### src/rtl/fp_mul_pipe.sv
// Three-stage pipelined floating-point multiplier with valid/ready flow control,
// optional round-to-nearest-even, overflow saturation and underflow flush.
module fp_mul_pipe #(
  parameter int ExpWidth     = 8,
  parameter int MantWidth    = 7,
  parameter int RoundNearest = 1,
  parameter int TagWidth     = 4
) (
  input  logic                          clk_i,
  input  logic                          rst_i,
  input  logic                          in_valid_i,
  output logic                          in_ready_o,
  input  logic [ExpWidth+MantWidth:0]   op_a_i,
  input  logic [ExpWidth+MantWidth:0]   op_b_i,
  input  logic [TagWidth-1:0]           tag_i,
  output logic                          out_valid_o,
  input  logic                          out_ready_i,
  output logic [ExpWidth+MantWidth:0]   result_o,
  output logic [TagWidth-1:0]           tag_o,
  output logic                          ovf_o,
  output logic                          unf_o
);

  localparam int W  = 1 + ExpWidth + MantWidth;
  localparam int XW = ExpWidth + 2;
  localparam int SW = MantWidth + 1;
  localparam int PW = 2 * SW;
  localparam logic signed [XW-1:0] BIAS  = XW'((2 ** (ExpWidth - 1)) - 1);
  localparam logic signed [XW-1:0] EMAX  = XW'((2 ** ExpWidth) - 1);
  localparam logic signed [XW-1:0] EZERO = '0;

  // Returns {carry, mantissa}; pn is the normalised product without its hidden bit.
  function automatic logic [MantWidth:0] round_mant(input logic [PW-2:0] pn);
    logic [MantWidth-1:0] mant;
    logic guard, sticky, inc;
    mant   = pn[PW-2 -: MantWidth];
    guard  = pn[MantWidth];
    sticky = |pn[MantWidth-1:0];
    inc    = (RoundNearest != 0) && guard && (sticky || mant[0]);
    return {1'b0, mant} + {{MantWidth{1'b0}}, inc};
  endfunction

  // Returns {result, ovf, unf}; zero operands take priority over range checks.
  function automatic logic [W+1:0] sat_pack(input logic sgn, input logic zero,
                                            input logic signed [XW-1:0] e,
                                            input logic [MantWidth-1:0] mant);
    if (zero)            return {sgn, {(W-1){1'b0}}, 2'b00};
    else if (e <= EZERO) return {sgn, {(W-1){1'b0}}, 2'b01};
    else if (e >= EMAX)  return {sgn, {(W-1){1'b1}}, 2'b10};
    return {sgn, e[ExpWidth-1:0], mant, 2'b00};
  endfunction

  logic vld_p1_q, vld_p2_q, vld_p3_q;
  logic en_p1, en_p2, en_p3;

  assign en_p3      = !vld_p3_q || out_ready_i;
  assign en_p2      = !vld_p2_q || en_p3;
  assign en_p1      = !vld_p1_q || en_p2;
  assign in_ready_o = en_p1;

  always_ff @(posedge clk_i) begin
    if (rst_i) begin
      vld_p1_q <= 1'b0;
      vld_p2_q <= 1'b0;
      vld_p3_q <= 1'b0;
    end else begin
      if (en_p1) vld_p1_q <= in_valid_i;
      if (en_p2) vld_p2_q <= vld_p1_q;
      if (en_p3) vld_p3_q <= vld_p2_q;
    end
  end

  // ---- Stage 1: sign, exponent sum, mantissa product, zero detect ----
  logic                 sgn_a, sgn_b;
  logic [ExpWidth-1:0]  exp_a, exp_b;
  logic [MantWidth-1:0] mant_a, mant_b;

  assign {sgn_a, exp_a, mant_a} = op_a_i;
  assign {sgn_b, exp_b, mant_b} = op_b_i;

  logic                 sgn_p1_q, zero_p1_q;
  logic signed [XW-1:0] esum_p1_q;
  logic [PW-1:0]        prod_p1_q;
  logic [TagWidth-1:0]  tag_p1_q;

  always_ff @(posedge clk_i) begin
    if (en_p1 && in_valid_i) begin
      sgn_p1_q  <= sgn_a ^ sgn_b;
      esum_p1_q <= $signed(XW'(exp_a) + XW'(exp_b));
      prod_p1_q <= PW'({1'b1, mant_a}) * PW'({1'b1, mant_b});
      zero_p1_q <= (exp_a == '0) || (exp_b == '0);
      tag_p1_q  <= tag_i;
    end
  end

  // ---- Stage 2: normalise and round ----
  logic                 norm_p1;
  logic [PW-1:0]        pn_p1;
  logic [MantWidth:0]   rnd_p1;
  logic signed [XW-1:0] eadj_p1;

  assign norm_p1 = prod_p1_q[PW-1];
  assign pn_p1   = norm_p1 ? prod_p1_q : (prod_p1_q << 1);
  assign rnd_p1  = round_mant(pn_p1[PW-2:0]);
  assign eadj_p1 = esum_p1_q + $signed({{(XW-1){1'b0}}, norm_p1})
                             + $signed({{(XW-1){1'b0}}, rnd_p1[MantWidth]});

  logic                 sgn_p2_q, zero_p2_q;
  logic signed [XW-1:0] exp_p2_q;
  logic [MantWidth-1:0] mant_p2_q;
  logic [TagWidth-1:0]  tag_p2_q;

  always_ff @(posedge clk_i) begin
    if (en_p2 && vld_p1_q) begin
      sgn_p2_q  <= sgn_p1_q;
      zero_p2_q <= zero_p1_q;
      exp_p2_q  <= eadj_p1;
      mant_p2_q <= rnd_p1[MantWidth-1:0];
      tag_p2_q  <= tag_p1_q;
    end
  end

  // ---- Stage 3: bias removal, special cases, pack ----
  logic signed [XW-1:0] ebias_p2;
  logic [W+1:0]         pack_d;
  logic [W-1:0]         result_q;
  logic [TagWidth-1:0]  tag_q;
  logic                 ovf_q, unf_q;

  assign ebias_p2 = exp_p2_q - BIAS;
  assign pack_d   = sat_pack(sgn_p2_q, zero_p2_q, ebias_p2, mant_p2_q);

  always_ff @(posedge clk_i) begin
    if (rst_i) begin
      result_q <= '0;
      tag_q    <= '0;
      ovf_q    <= 1'b0;
      unf_q    <= 1'b0;
    end else if (en_p3 && vld_p2_q) begin
      result_q <= pack_d[W+1:2];
      tag_q    <= tag_p2_q;
      ovf_q    <= pack_d[1];
      unf_q    <= pack_d[0];
    end
  end

  assign out_valid_o = vld_p3_q;
  assign result_o    = result_q;
  assign tag_o       = tag_q;
  assign ovf_o       = ovf_q;
  assign unf_o       = unf_q;

endmodule

### config.mk
export PLATFORM = sky130hd
export DESIGN_NAME = fp_mul_pipe
export DESIGN_NICKNAME = d
export VERILOG_FILES = /design/src/rtl/fp_mul_pipe.sv
export SDC_FILE = /design/constraint.sdc
export NUM_CORES = 1
export LEC_CHECK = 0
export ABC_AREA = 1
export CAP_MARGIN = 20
export CORE_MARGIN = 3
export CORE_UTILIZATION = 62
export CTS_CLUSTER_DIAMETER = 120
export CTS_CLUSTER_SIZE = 20
export DETAILED_ROUTE_END_ITERATION = 16
export PLACE_DENSITY = 0.86
export SLEW_MARGIN = 20
export SYNTH_ARGS = -nofsm -noshare
export SYNTH_HDL_FRONTEND = slang
export SYNTH_SLANG_ARGS = --single-unit
### constraint.sdc
create_clock -name clk_i -period 8.4 [get_ports clk_i]
set_input_delay 1.68 -clock clk_i [delete_from_list [all_inputs] [get_ports clk_i]]
set_output_delay 1.68 -clock clk_i [all_outputs]
set_load 0.01 [all_outputs]
=== Word level (Yosys, flattened, before mapping) ===
Index checks and enable logic that the tools add are counted.

* Register bits after elaboration: 80
* Latch bits: 0
* RAM bits: 0
* ROM bits: 0
* Input bits: 40
* Memories: 0

* Add/sub/neg operators: 5
* $mul: 1
* Div/mod/pow operators: 0
* $lt $le $gt $ge: 2
* Equal/unequal tests: 0
* Shift-type cells: 0
* Mux-type cells: 8
* Bitwise gates (word level): 1
* Reduce and logical (&&, ||, !) cells: 15

{| class="wikitable"
|+ Operator list
! cell !! number
|-
| 18-bit two-way mux || 4
|-
| 10-bit by 2-bit adder with 10-bit output || 2
|-
| 8-bit logical NOT || 2
|-
| 8-bit by 8-bit multiplier with 16-bit output || 1
|-
| 15-bit two-way mux || 1
|-
| 10-bit by 9-bit greater-or-equal comparator with 1-bit output (second input constant) || 1
|-
| 10-bit by 1-bit <= comparator with 1-bit output (second input constant) || 1
|-
| 10-bit by 8-bit subtractor with 10-bit output (second input constant) || 1
|-
| 8-bit by 8-bit adder with 9-bit output || 1
|-
| 7-bit by 1-bit adder with 8-bit output || 1
|-
| 7-bit OR reduction || 1
|-
| 1-bit logical OR || 5
|-
| 1-bit logical AND || 4
|-
| 1-bit logical NOT || 3
|-
| 1-bit two-way mux || 3
|-
| 1-bit XOR || 1
|}

=== Longest topological paths before layout ===
Gate-level depths: netlist of run 1.

* Depth in word-level cells: 6
* Gate-level depth with buffers: 18

=== Worst setup path after synthesis of run 1 ===
OpenSTA, ideal clock, no wires.

* Kind: in2reg
* Start: input op_a_i[1]
* End: register prod_p1_q[13], data pin
* Library setup time: 0.259 ns
* Data arrival time: 5.345 ns
* Required time: 8.141 ns
* Setup slack: 2.796 ns
* Cell stages on the path: 15
* Path buffers: 1
* Path through: clkbuf_1 inv_1 fa_1 inv_1 fa_1 fa_1 inv_1 fa_1 inv_1 ha_1 a21oi_1 a21boi_0 o21ai_0 a31oi_1 xnor2_1

* Cells in the longest elaborated chain, start to end: 1

{| class="wikitable"
|+ Ends and longest elaborated chain
! item !! line !! RTL
|-
| from (decl) || 13 || <nowiki>input logic [ExpWidth+MantWidth:0] op_a_i,</nowiki>
|-
| 8-bit by 8-bit multiplier with 16-bit output || 90 || <nowiki>prod_p1_q <= PW'({1'b1, mant_a}) * PW'({1'b1, mant_b});</nowiki>
|-
| to (signal assigned) || 90 ||
|-
| to (decl) || 83 || <nowiki>logic [PW-1:0] prod_p1_q;</nowiki>
|}

No other way between the ends.
A chain may end at the register's enable or synchronous reset.

=== Final worst setup path of run 1 ===
Same ends and word-level chain as after synthesis.

==> flow_summary.yaml, run 1 <==
outcome:
  status: "finished clean"
clock_network:
  clk_latency_ns: 0.34
  clk_path_buf_depth: 2
  cts-htree-levels: 3
  clk_pin_slew_ns: 0.08
  clockRootBuffer: "clkbuf_8"
  hold_buffers: 0
  postCtsSetupRepairBufs: 0
  numCtsBuffers: 9
  cts_sinks: 79
  cts_resized: 0
  cts_tree: "yes"
drt:
  via_per_inst: 5.092
  drtPass1Iterations: 4
  drt_iter0_markers: 183
  drt-wirelength-per-cell_um: 12.39
  via_count: 4425
  wl_um: 10770
  drc_errors: 0
  antenna_left: 0
synthesis:
  syn_inst: 675
  ys_top_cells_by_count: "152 x inv_1, 124 x nand2_1, 57 x nor2_1"
  synth.top_cell.area_share: 0.2745
  synth_largest_area_cell: "edfxtp_1"
  synth_flop_cell: "edfxtp_1"
  synth_area_leaders: "edfxtp_1 27%, fa_1 13%, ha_1 10%"
  avgSynthCellArea_um2: 8.753
  netlist_area_mm2: 0.005908
  ys.warnings.count: 0
  ys_seq_area_frac: 0.3592
  synth_most_common_cell: "inv_1"
  synth_edf_count: 54
  syn-num-nets: 801
  synth-async-reset-ratio: 0
  yosysUniqueCellTypes: 39
  ys_ff_latch: 79
placement:
  place_worst_setup_slack_ns: 2.100
  gp_congestion: 0.8576
  dp_cells: 853
  io_buffers: 63
  dp.final_hpwl_um: 8925
global_routing:
  grt_max_degree: 39
  grt_overflow: 0
  grt_pass1_vias: 4424
  grt_pass1_wl_um: 19060
  antenna_found_initial: 0
  grt_usage: 0.2101
sta:
  finalSetupViolCount: 0
  skew_ns: 0.01155
  maxSlewHeadroom: 0.3173
  hold_viol: 0
  worst_pin_slew_ns: 1.023
  fmaxAchievable_mhz: 167.5
  finalMaxSlewViolations: 0
  fin_ws_ns: 2.430
  finalCriticalPeriod_ns: 5.970
  fin_crit_sh: 0.7108
  rsz0062_at_grt: "no"
  fin_tns_setup_ns: 0
pwr:
  pwr-share-clk: 0.217
  power_density_mw_per_mm2: 210.0
  pwr-share-comb: 0.406
  power_leakage_uw: 0.003400
  switching_share: 0.3521
  switchingPower_uw: 509.0
  seq_power_share: 0.377
  ir_drop_mv: 0.1643
  internal-power_uw: 936.7
min_path:
  whs_endpoint: "zero_p2_q"
  hold_class: "reg2reg"
  min_path_cells: 0
  hp-start: "zero_p1_q"
finish:
  nNetsFinal: 864
  syn_to_final_growth_pct: 16.50
  instances_no_fill: 869
  drive_gt1_frac: 0.06326
  antenna_cells: 0
floorplan:
  io_pins: 64
  die_area_mm2: 0.01074
  rows: 34
  initial_core_util: 0.6582
  fp.dieW_um: 103.6
  die_h_um: 103.6
  fp.coreArea_mm2: 0.008976
setup_path:
  slowest_delay_ns: 0.65
  cp-start-kind: "primary input"
  timing.rr.start: "prod_p1_q[15]"
  path_cells: "clkdlybuf4s50_1, inv_1, fa_1, inv_1, fa_1, fa_1, inv_1, fa_1, inv_1, ha_1, a21oi_1, a21boi_0, o21ai_0, a31oi_1, xnor2_1"
  worstRegToRegCells: 15
  worstPathArrival_ns: 6.06
  path_max_fanout: 8
  worstReg2RegEnd: "exp_p2_q[8]"
  crit_type: "in2reg"
  endpoint_kind: "flop"
  crit_path_top_delay_cell: "clkdlybuf4s50_1"
  required_ns: 8.49
  setup.worst_path.start: "op_a_i[1]"
  worst-r2r-setup-slack_ns: 5.07
job:
  cap_violations: 0
==> metal layers <==
layer,share of wire,global-route usage,vias up
li1,-,-,2242
met1,0.43,0.2622,2072
met2,0.52,0.3734,95
met3,0.036,0.03483,16
met4,0.014,0.06743,0
met5,0,0,-
==> final cells by class <==
cell class                 count  area, um2
multi-input combinational    431       3166
sequential                    79       2122
clock buffer                   9      123.9
fill                         634       2093
tap                          126      157.7
timing repair buffer          63      630.6
inverter                     154      578.1
clock inverter                 7      105.1
==> worst max-delay path: cells and delay by family <==
kind,cells,cell delay [ns]
adder cells (fa/ha/maj),5,2.44
XOR/XNOR,1,0.09
buffers and inverters,5,0.90
AO/OA/AOI/OAI,4,0.96
==> power by group through the flow <==
| stage | combinational, uW | clock [uW] | sequential [uW] |
|---|---|---|---|
| 6_report | 586 | 314 | 545 |
| 5_1_grt | 678 | 337 | 553 |
| 3_5_place_dp | 583 | 0 | 555 |
| 4_1_cts | 592 | 320 | 546 |
| 3_3_place_gp | 559 | 0 | 551 |
| 2_1_floorplan | 449 | 0 | 546 |
==> worst max-delay path by stage <==
stage	slack, ns	end	cells past startpoint
6_report	2.43	prod_p1_q[13]	15
5_1_grt	2.22	prod_p1_q[13]	15
4_1_cts	2.47	prod_p1_q[13]	15
3_5_place_dp	2.10	prod_p1_q[13]	15
3_3_place_gp	2.28	prod_p1_q[14]	18
2_1_floorplan	2.80	prod_p1_q[13]	15
==> cells by family (layout without fill, tap and decap cells) <==
group                      Yosys count  in the layout  synth area share
xor gates and xnor gates            31             31           0.04596
buffers and inverters              165            233            0.1050
and+or+nand+nor                    255            255            0.2029
adders and majority gates           86             86            0.2304
DFF                                 79             79            0.3592
muxes                                3              3          0.005083
AOI/OAI and AO/OA                   56             56           0.05146
==> per-stage QoR <==
| step | util | cell area [um2] | power, uW | hold slack [ns] |
|---|---|---|---|---|
| 2_1_floorplan | - | 5908 | 995.2 | 0.4003 |
| 3_3_place_gp | 0.7413 | 6654 | 1110 | 0.4023 |
| 3_5_place_dp | 0.7413 | 6654 | 1138 | 0.4057 |
| 4_1_cts | 0.7668 | 6883 | 1458 | 0.4248 |
| 5_1_grt | 0.7668 | 6883 | 1568 | 0.4334 |
| 6_report | 0.7668 | 6883 | 1446 | 0.4271 |
==> flip-flops by register name, indices dropped and copies added (netlist names) <==
signal,count
exp_p2_q,10
sgn_p2_q,1
unf_o,1
vld_p1_q,1
sgn_p1_q,1
esum_p1_q,9
mant_p2_q,7
out_valid_o,1
prod_p1_q,16
zero_p1_q,1
zero_p2_q,1
vld_p2_q,1
result_o,16
tag_o,4
tag_p1_q,4
tag_p2_q,4
ovf_o,1
==> cells in the final DEF (no fill, tap or decap), types with 2 or more instances in the layout <==
master,synthesis,layout
nor2_8,2,2
nand4_1,10,10
nand2_4,2,2
xor2_1,22,22
nand3_1,24,24
xnor2_1,9,9
inv_2,2,3
dfxtp_1,25,25
nor2_1,57,57
nand2_2,6,6
ha_1,48,48
o21ai_0,26,26
nand3b_1,2,2
clkinv_4,0,2
bufinv_16,0,2
mux2i_1,3,3
inv_8,0,2
nor4_1,5,5
edfxtp_1,54,54
inv_1,152,151
nand2_1,124,124
clkdlybuf4s50_1,0,63
clkbuf_8,0,9
o21bai_1,2,2
nor2_2,6,6
a21o_1,2,2
or2_2,3,3
nor3_1,4,4
nand3_2,5,5
a21oi_1,20,20
fa_1,38,38
Note: power is estimated with default switching activity, not from simulation.
==> inputs of run 2 (changes only) <==
--- a/config.mk
+++ b/config.mk
@@ -8,11 +8,11 @@
 export ABC_AREA = 1
 export CAP_MARGIN = 20
 export CORE_MARGIN = 3
-export CORE_UTILIZATION = 62
+export CORE_UTILIZATION = 52
 export CTS_CLUSTER_DIAMETER = 120
 export CTS_CLUSTER_SIZE = 20
 export DETAILED_ROUTE_END_ITERATION = 16
-export PLACE_DENSITY = 0.86
+export PLACE_DENSITY = 0.77
 export SLEW_MARGIN = 20
 export SYNTH_ARGS = -nofsm -noshare
 export SYNTH_HDL_FRONTEND = slang
==> constraint.sdc (replaced) <==
create_clock -name clk_i -period 5.1 [get_ports clk_i]
set_input_delay 1.02 -clock clk_i [delete_from_list [all_inputs] [get_ports clk_i]]
set_output_delay 1.02 -clock clk_i [all_outputs]
set_load 0.01 [all_outputs]
==> run 2 against run 1 <==
  * Highest routed layer unchanged
  * Die area grew 18%
  * First-iteration DRC count grew 65%
  * Largest cell class unchanged
  * Clock skew is 0.0053 ns lower
  * Combinational power rose by 96%
  * Clock power up 120%
  * Final area up 6.2%
  * Sequential power is 65% higher
  * Final cell count increased by 5.8%
==> flow_summary.yaml, run 2 (same netlist as run 1, synthesis figures left out) <==
finish:
  instances_no_fill: 919
  antenna_cells: 0
  layout_common_cells: "151 x inv_1, 124 x nand2_1, 57 x nor2_1, 54 x edfxtp_1, 54 x clkdlybuf4s50_1"
  drive_gt1_frac: 0.1117
  syn_to_final_growth_pct: 23.72
  postLayoutCellArea_mm2: 0.007310
  final_util: 0.6655
  nNetsFinal: 900
  mostFrequentLayoutCell: "inv_1"
placement:
  dp_cells: 903
  io_buffers: 63
  dp.final_hpwl_um: 9011
  gp_congestion: 0.8551
  postPlaceCellArea_mm2: 0.006942
clock_network:
  postCtsSetupRepairBufs: 0
  numCtsBuffers: 9
  cts_sinks: 79
  cts_tree: "yes"
  cts-htree-levels: 3
  clk_latency_ns: 0.33
  clk_path_buf_depth: 2
  clk_pin_slew_ns: 0.06
  clockRootBuffer: "clkbuf_16"
global_routing:
  grt_overflow: 0
  grt_pass1_wl_um: 18910
  grt_max_degree: 39
  grt_usage: 0.1795
  antenna_found_initial: 0
  grt_pass1_vias: 4359
setup_path:
  crit_type: "in2reg"
  endpoint_kind: "flop"
  required_ns: 5.17
  cp-start-kind: "primary input"
  worstPathArrival_ns: 4.95
  path_max_fanout: 4
job:
  cap_violations: 0
drt:
  drt-wirelength-per-cell_um: 12.05
  antenna_left: 0
  via_per_inst: 4.933
  via_count: 4533
  drt_iter0_markers: 302
  drc_errors: 0
  drtPass1Iterations: 5
  wl_um: 11080
pwr:
  power_density_mw_per_mm2: 373.0
  finalPower_uw: 2726
  ir_drop_mv: 0.2664
  power_leakage_uw: 0.003687
floorplan:
  io_pins: 64
  rows: 38
  initial_core_util: 0.5379
  die_area_mm2: 0.01268
  fp.coreArea_mm2: 0.01098
  die_h_um: 112.6
  fp.dieW_um: 112.6
sta:
  finalCriticalPeriod_ns: 4.877
  fmaxAchievable_mhz: 205.1
  fin_crit_sh: 0.9562
  hold_viol: 0
  finalMaxSlewViolations: 0
  rsz0062_at_grt: "no"
  skew_ns: 0.006266
  maxSlewHeadroom: 0.3411
  finalSetupViolCount: 0
  worst_pin_slew_ns: 0.9873
min_path:
  hold_class: "reg2reg"
outcome:
  status: "finished clean"
run 2: final timing paths:
| path | end | slack [ns] | start | cells past startpoint |
|---|---|---|---|---|
| min reg2reg | zero_p2_q | 0.42 | zero_p1_q | 0 |
| min | zero_p2_q | 0.42 | zero_p1_q | 0 |
| max reg2reg | exp_p2_q[8] | 1.65 | prod_p1_q[15] | 15 |
| max | prod_p1_q[12] | 0.22 | op_a_i[1] | 18 |
run 2: repair_timing:
action                     CTS  global route
resized for setup            1            17
hold buffers                 0             0
setup endpoints to repair    1             4
run 2: routing by layer:
metal	vias to the layer above	global-route usage	wire (um)
met3	6	0.02749	534
li1	2318	-	-
met5	-	0	0
met4	0	0.04087	79
met1	2097	0.2267	4835
met2	112	0.3242	5629
run 2: report_power, final:
| part | switching [uW] | leakage, uW | internal (uW) |
|---|---|---|---|
| Clock | 247 | 0.000155 | 433 |
| Combinational | 599 | 0.00280 | 547 |
| Sequential | 49.1 | 0.000728 | 851 |
| Total | 896 | 0.00369 | 1830 |
run 2: layout make-up:
type	instances	area (um2)
clock buffers	10	229.0
clock inverters	6	92.59
fillers	860	3674
inverters	154	578.1
multi-input cells	431	3193
flip-flops and latches	79	2122
well taps	140	175.2
repair buffers	99	919.6
run 2: critical path, stage by stage:
cell and delay [ns]:
clkdlybuf4s50_1 0.46, nand2_1 0.09, inv_1 0.05, fa_1 0.50
inv_1 0.05, fa_1 0.54, inv_1 0.06, fa_1 0.53
inv_1 0.06, fa_1 0.52, inv_1 0.06, ha_4 0.25
a21oi_2 0.13, o21ai_0 0.09, a21oi_1 0.17, nand3b_1 0.16
nand2_1 0.07, xor2_1 0.15
run 2: stage by stage:
stage | setup WS, ns | setup TNS (ns) | hold slack [ns]
global placement | -0.2309 | -0.7881 | 0.4013
finish | 0.2234 | 0 | 0.4173
detailed placement | -0.3477 | -1.648 | 0.4045
global route | 0.007096 | 0 | 0.4247
floorplan | 0.1565 | 0 | 0.4003
CTS | 0.03608 | 0 | 0.4186
